## src/rtl/fir_mac_serial.sv

```systemverilog
// rtl/fir_mac_serial.sv - serial-MAC FIR filter with loadable coefficients (option: FIR_MAC_SAT_EN)
module fir_mac_serial #(
    parameter int BITS  = 8,
    parameter int TAPS  = 4,
    parameter int CBITS = 8,
    parameter int SHIFT = CBITS - 1
) (
    input  logic                    clk,
    input  logic                    rst_n,
    input  logic                    in_valid,
    output logic                    in_ready,
    input  logic signed [BITS-1:0]  x,
    input  logic                    coef_we,
    input  logic [$clog2(TAPS)-1:0] coef_addr,
    input  logic signed [CBITS-1:0] coef_data,
    output logic                    out_valid,
    output logic signed [BITS-1:0]  y,
    output logic                    busy
);

    localparam int IW   = $clog2(TAPS);
    localparam int ACCW = BITS + CBITS + $clog2(TAPS);

    localparam logic [1:0] S_IDLE = 2'd0;
    localparam logic [1:0] S_MAC  = 2'd1;
    localparam logic [1:0] S_OUT  = 2'd2;

    logic [1:0]              r_state;
    logic signed [BITS-1:0]  r_samples [TAPS];
    logic signed [CBITS-1:0] r_coef    [TAPS];
    logic signed [ACCW-1:0]  r_acc;
    logic [IW-1:0]           r_idx;
    logic signed [BITS-1:0]  r_y;
    logic                    r_out_valid;

    logic signed [BITS+CBITS-1:0] w_prod;
    logic signed [ACCW-1:0]       w_shifted;
    logic signed [BITS-1:0]       w_narrow;

    // One multiplier shared across all taps, indexed by the MAC step counter
    assign w_prod    = r_samples[r_idx] * r_coef[r_idx];
    assign w_shifted = r_acc >>> SHIFT;

`ifdef FIR_MAC_SAT_EN
    localparam logic signed [ACCW-1:0] YMAX = ACCW'((2 ** (BITS - 1)) - 1);
    localparam logic signed [ACCW-1:0] YMIN = ~YMAX;

    // Clamp the scaled accumulator into the output range
    always_comb begin
        w_narrow = w_shifted[BITS-1:0];
        if (w_shifted > YMAX) begin
            w_narrow = YMAX[BITS-1:0];
        end else if (w_shifted < YMIN) begin
            w_narrow = YMIN[BITS-1:0];
        end
    end
`else
    logic w_unused_hi;

    // Two's-complement wrap: upper bits are simply discarded
    assign w_unused_hi = ^w_shifted[ACCW-1:BITS];
    assign w_narrow    = w_shifted[BITS-1:0];
`endif

    // Sequencer plus datapath: accept a sample, run TAPS MAC steps, publish the result
    always_ff @(posedge clk) begin
        if (!rst_n) begin
            r_state     <= S_IDLE;
            r_acc       <= '0;
            r_idx       <= '0;
            r_y         <= '0;
            r_out_valid <= 1'b0;
            for (int i = 0; i < TAPS; i++) begin
                r_samples[i] <= '0;
            end
        end else begin
            r_out_valid <= 1'b0;
            case (r_state)
                S_IDLE: begin
                    if (in_valid) begin
                        r_samples[0] <= x;
                        for (int i = 1; i < TAPS; i++) begin
                            r_samples[i] <= r_samples[i-1];
                        end
                        r_acc   <= '0;
                        r_idx   <= '0;
                        r_state <= S_MAC;
                    end
                end
                S_MAC: begin
                    r_acc <= r_acc + ACCW'(w_prod);
                    r_idx <= r_idx + IW'(1);
                    if (r_idx == IW'(TAPS - 1)) begin
                        r_state <= S_OUT;
                    end
                end
                S_OUT: begin
                    r_y         <= w_narrow;
                    r_out_valid <= 1'b1;
                    r_state     <= S_IDLE;
                end
                default: begin
                    r_state <= S_IDLE;
                end
            endcase
        end
    end

    // Coefficient bank: writes land only while idle so a running MAC never sees a change
    always_ff @(posedge clk) begin
        if (!rst_n) begin
            for (int i = 0; i < TAPS; i++) begin
                r_coef[i] <= '0;
            end
        end else if (r_state == S_IDLE && coef_we) begin
            r_coef[coef_addr] <= coef_data;
        end
    end

    assign in_ready  = (r_state == S_IDLE);
    assign busy      = (r_state != S_IDLE);
    assign out_valid = r_out_valid;
    assign y         = r_y;

endmodule

```

## config.mk

```make
export PLATFORM = sky130hd
export DESIGN_NAME = fir_mac_serial
export DESIGN_NICKNAME = d
export VERILOG_FILES = /design/src/rtl/fir_mac_serial.sv
export SDC_FILE = /design/constraint.sdc
export NUM_CORES = 1
export LEC_CHECK = 0
export CAP_MARGIN = 5
export CORE_UTILIZATION = 30
export DETAILED_ROUTE_END_ITERATION = 10
export GPL_TIMING_DRIVEN = 0
export PLACE_DENSITY = 0.57
export SYNTH_ARGS = -nofsm -noshare
export SYNTH_HDL_FRONTEND = slang
export SYNTH_SLANG_ARGS = --single-unit
```

## constraint.sdc

```tcl
create_clock -name clk -period 6.25 [get_ports clk]
set_input_delay 1.25 -clock clk [delete_from_list [all_inputs] [get_ports clk]]
set_output_delay 1.25 -clock clk [all_outputs]
set_load 0.005 [all_outputs]
```

==> impl_results.md <==
* Final layout net count at 722
* Outcome: complete, no violations
* Final Hold Fails at 0
* Global Route Usage Sum at around 13%
* Htree depth at 3
* Largest net degree at the start of global routing at 33
* Leak Pwr at between 3 and 4 nW
* I/O pin count at 33
* Drt wl/cell at about 15 um
* Share of flip-flops with an asynchronous set or reset at 0%
* First-pass GRT wire length at 22200 um
* Avg Cell Area, Syn at between 10 and 15 um2
* DPL Wire Length at 10600 um
* Reg2reg setup slack at approximately 0.28 ns
* Routed wire length at between 10000 and 15000 um
* Worst Setup End Kind: flip-flop
* Share of cells above drive strength 1 at approximately 6.6%
* Sequential share of the synthesized area at between 30% and 40%
* Pwr/cell area at between 300 and 400 mW/mm2
* Hold depth at 2
* Max Freq at about 170 MHz
* Synth Warn # at 0
* First drt pass iteration count at 4
* Syn_nets at between 600 and 700
* Vias/cell at roughly 4.5
* Worst-path maximum fanout at 16
* Gr ovfl total at 0
* Hold Path Sink: y[4]$_SDFFE_PN0P_
* Post-synth EDFFs at 64
* FF-to-FF End: r_acc[12]$_SDFFE_PN0P_
* Die Y at 149 um
* Routability cong. at between 0.7 and 0.8
* Core ar. at roughly 0.021 mm2
* Area growth syn-to-layout at 15.8%
* Fin Setup TNS at 0 ns
* IO Port Bufs at 32
* Hold Buf Count CTS at 0
* Setup violators final at 0
* Post-synthesis compound-gate area fraction at around 5.0%
* Slew Limit Fails at 0
* CTS Buf Count at 9
* Inserted Diodes at 0
* CTS tree: yes
* Placed cell count at 860
* Fin worst setup slack at 0.281 ns
* Clock skew at about 0.0073 ns
* Later-pin clock latency in the skew report at roughly 0.34 ns
* Reg2reg path depth at 16
* Critical Path RT at about 6.5 ns
* Mapped cell area at between 0.006 and 0.007 mm2
* Fraction of the mapped netlist area in simple logic gates at 15.8%
* Final hold slack at roughly 0.46 ns
* RSZ-0062 raised after global routing: false
* Post-synthesis mux area share at 5.98%
* Final Cycle Share at between 90% and 100%
* Largest family of logic cells by synthesized area: adder cells
* Die X at about 150 um
* DRT iter0 DRCs at around 180
* Worst-path clk slew at 0.06 ns
* Root buffer cell: clkbuf_16
* Core Rows at 53
* DRC at 0
* Area share of fa/ha/maj cells after synthesis at a little over a quarter
* Critical path class: flip-flop to flip-flop
* Synth Flop Type: edfxtp_1
* Starting Density at 30.7%
* Finished Layout Cells at slightly below 900
* Antenna violations before repair at 0
* Seq cells post-synth at 94
* Max-cap violations at 0
* Hold Crit Class: flip-flop to flip-flop
* Min-delay src: y[4]$_SDFFE_PN0P_
* DIE AREA at approximately 0.022 mm2
* Critical path data arrival time at 6.19 ns
* Routed vias at 3976
* Max VDD drop at 0.000160 V
* Vias in the first global route at between 4000 and 5000
* Core Util, Final at a little over a third
* Worst-Margin Slew at 0.935 ns
* Pre-CTS worst setup slack at -0.217 ns
* Netlist cell types at between 40 and 50
* ANT nets after route at 0
* Slew margin rel. at a little under two fifths
* Max Root-Sink Buffers at 2
* Post-layout min period at 5.97 ns
* Gate Count Post-Synth at roughly 550
* Num Clock Sinks at 94
* Xor and xnor area share after synthesis at under 10%
* Crit start category: flip-flop
[layer usage]
layer / part of all wire [%] / vias up / routed length [um] / global-route usage (%)
met2: 52 / 60 / 6620 / 22.6
met5: 0 / - / 0 / 0
met1: 45 / 1986 / 5750 / 16.3
li1: - / 1918 / - / -
met3: 2.3 / 12 / 289 / 1.19
met4: 1.4 / 0 / 178 / 3.93
[layout make-up]
type,instances,area (um2)
Buffer,13,73.8
Clock buffer,11,264
Clock inverter,5,31.3
Fill cell,1997,13600
Inverter,73,274
Multi-Input combinational cell,372,3650
Sequential cell,94,2520
Tap cell,275,344
Timing Repair Buffer,36,370
[worst max path at each step]
stage / from / end / slack [ns]
2_1_floorplan: flip-flop / r_acc[12]$_SDFFE_PN0P_ / 0.52
3_3_place_gp: flip-flop / r_acc[12]$_SDFFE_PN0P_ / -0.12
3_5_place_dp: flip-flop / r_acc[12]$_SDFFE_PN0P_ / -0.22
4_1_cts: flip-flop / r_acc[12]$_SDFFE_PN0P_ / 0.01
5_1_grt: flip-flop / r_acc[12]$_SDFFE_PN0P_ / 0.02
6_report: flip-flop / r_acc[12]$_SDFFE_PN0P_ / 0.28
[logic make-up after synthesis]
group	after synthesis
AND/OR/NAND/NOR	190
AO/OA/AOI/OAI	46
buffers and inverters	87
adder cells (fa/ha/maj)	101
XOR/XNOR	15
flip-flops	94
multiplexers	20
[synth_stat cells, types with 2 or more instances]
cell	instances	area share, %
mux2i_1	4	0.62
inv_1	73	4.2
buf_2	2	0.15
nor2_1	12	0.69
a22oi_1	2	0.23
xnor2_1	10	1.3
a22o_1	6	0.81
ha_1	35	6.7
o21bai_1	3	0.35
a21boi_0	9	1.0
a21oi_1	5	0.38
xor2_1	4	0.54
mux4_2	15	5.2
a32oi_1	3	0.40
dfxtp_1	30	9.2
nand3_1	2	0.15
nand2b_1	9	0.87
and2_1	97	9.3
clkbuf_1	9	0.52
edfxtp_1	64	30
buf_1	2	0.12
nor3b_1	2	0.23
nand2_1	53	3.1
nor2b_1	7	0.67
and3_1	3	0.29
fa_1	66	20
o21ai_0	8	0.62
nor3_1	2	0.15
[where the power goes]
part	internal (mW)	leakage (nW)	switching, mW	total (mW)
clock	0.304	0.152	0.223	0.527
combinational	0.589	2.10	0.691	1.28
sequential	0.726	0.923	0.0420	0.768
total	1.62	3.17	0.956	2.57
[critical path, stage by stage (launching register included)]
cell	delay, ns
dfxtp_1	0.36
buf_12	0.19
mux4_2	0.63
nand2b_1	0.22
fa_1	0.52
fa_1	0.56
inv_1	0.06
fa_1	0.52
fa_1	0.53
fa_1	0.50
ha_1	0.36
o21ai_0	0.22
a21oi_1	0.11
o31ai_2	0.32
a21boi_0	0.17
or3_1	0.34
a32o_1	0.25
[state kept, by name (all words and copies together) (netlist names), named ones only]
signal	cells
out_valid	1
r_acc	15
r_coef	32
r_idx	2
r_samples	32
r_state	2
y	8
[through the flow]
step	power, mW	area, um2
CTS	2.58	7460
global route	2.81	7530
finish	2.57	7530
floorplan	1.75	6500
global placement	2.01	7170
detailed placement	2.05	7170
[timing repair]
action                     in CTS  in global routing
pin swaps                       0                  1
setup endpoints to repair       1                  1
setup buffers                   0                  3
gates cloned                    0                  0
gates resized for setup         1                  7
[cell usage in the layout (no fill, tap or decap), types with 2 or more instances in the layout]
cell             count
a32oi_1              3
clkinv_2             2
buf_4                3
nand2b_1             9
xnor2_1             10
nor3_1               2
a21oi_1              5
and2_1              96
xor2_1               4
inv_1               74
o21bai_1             3
a22o_1               6
nor2_1              12
a21boi_0             9
a22oi_1              2
mux4_2              15
and3_1               3
dfxtp_1             30
nand3_1              2
fa_1                66
nor3b_1              2
ha_1                35
clkdlybuf4s50_1     32
clkbuf_1             9
nor2b_1              7
o21ai_0              8
mux2i_1              4
nand2_1             53
clkbuf_16           10
edfxtp_1            64
(Power assumes the default switching activity.)
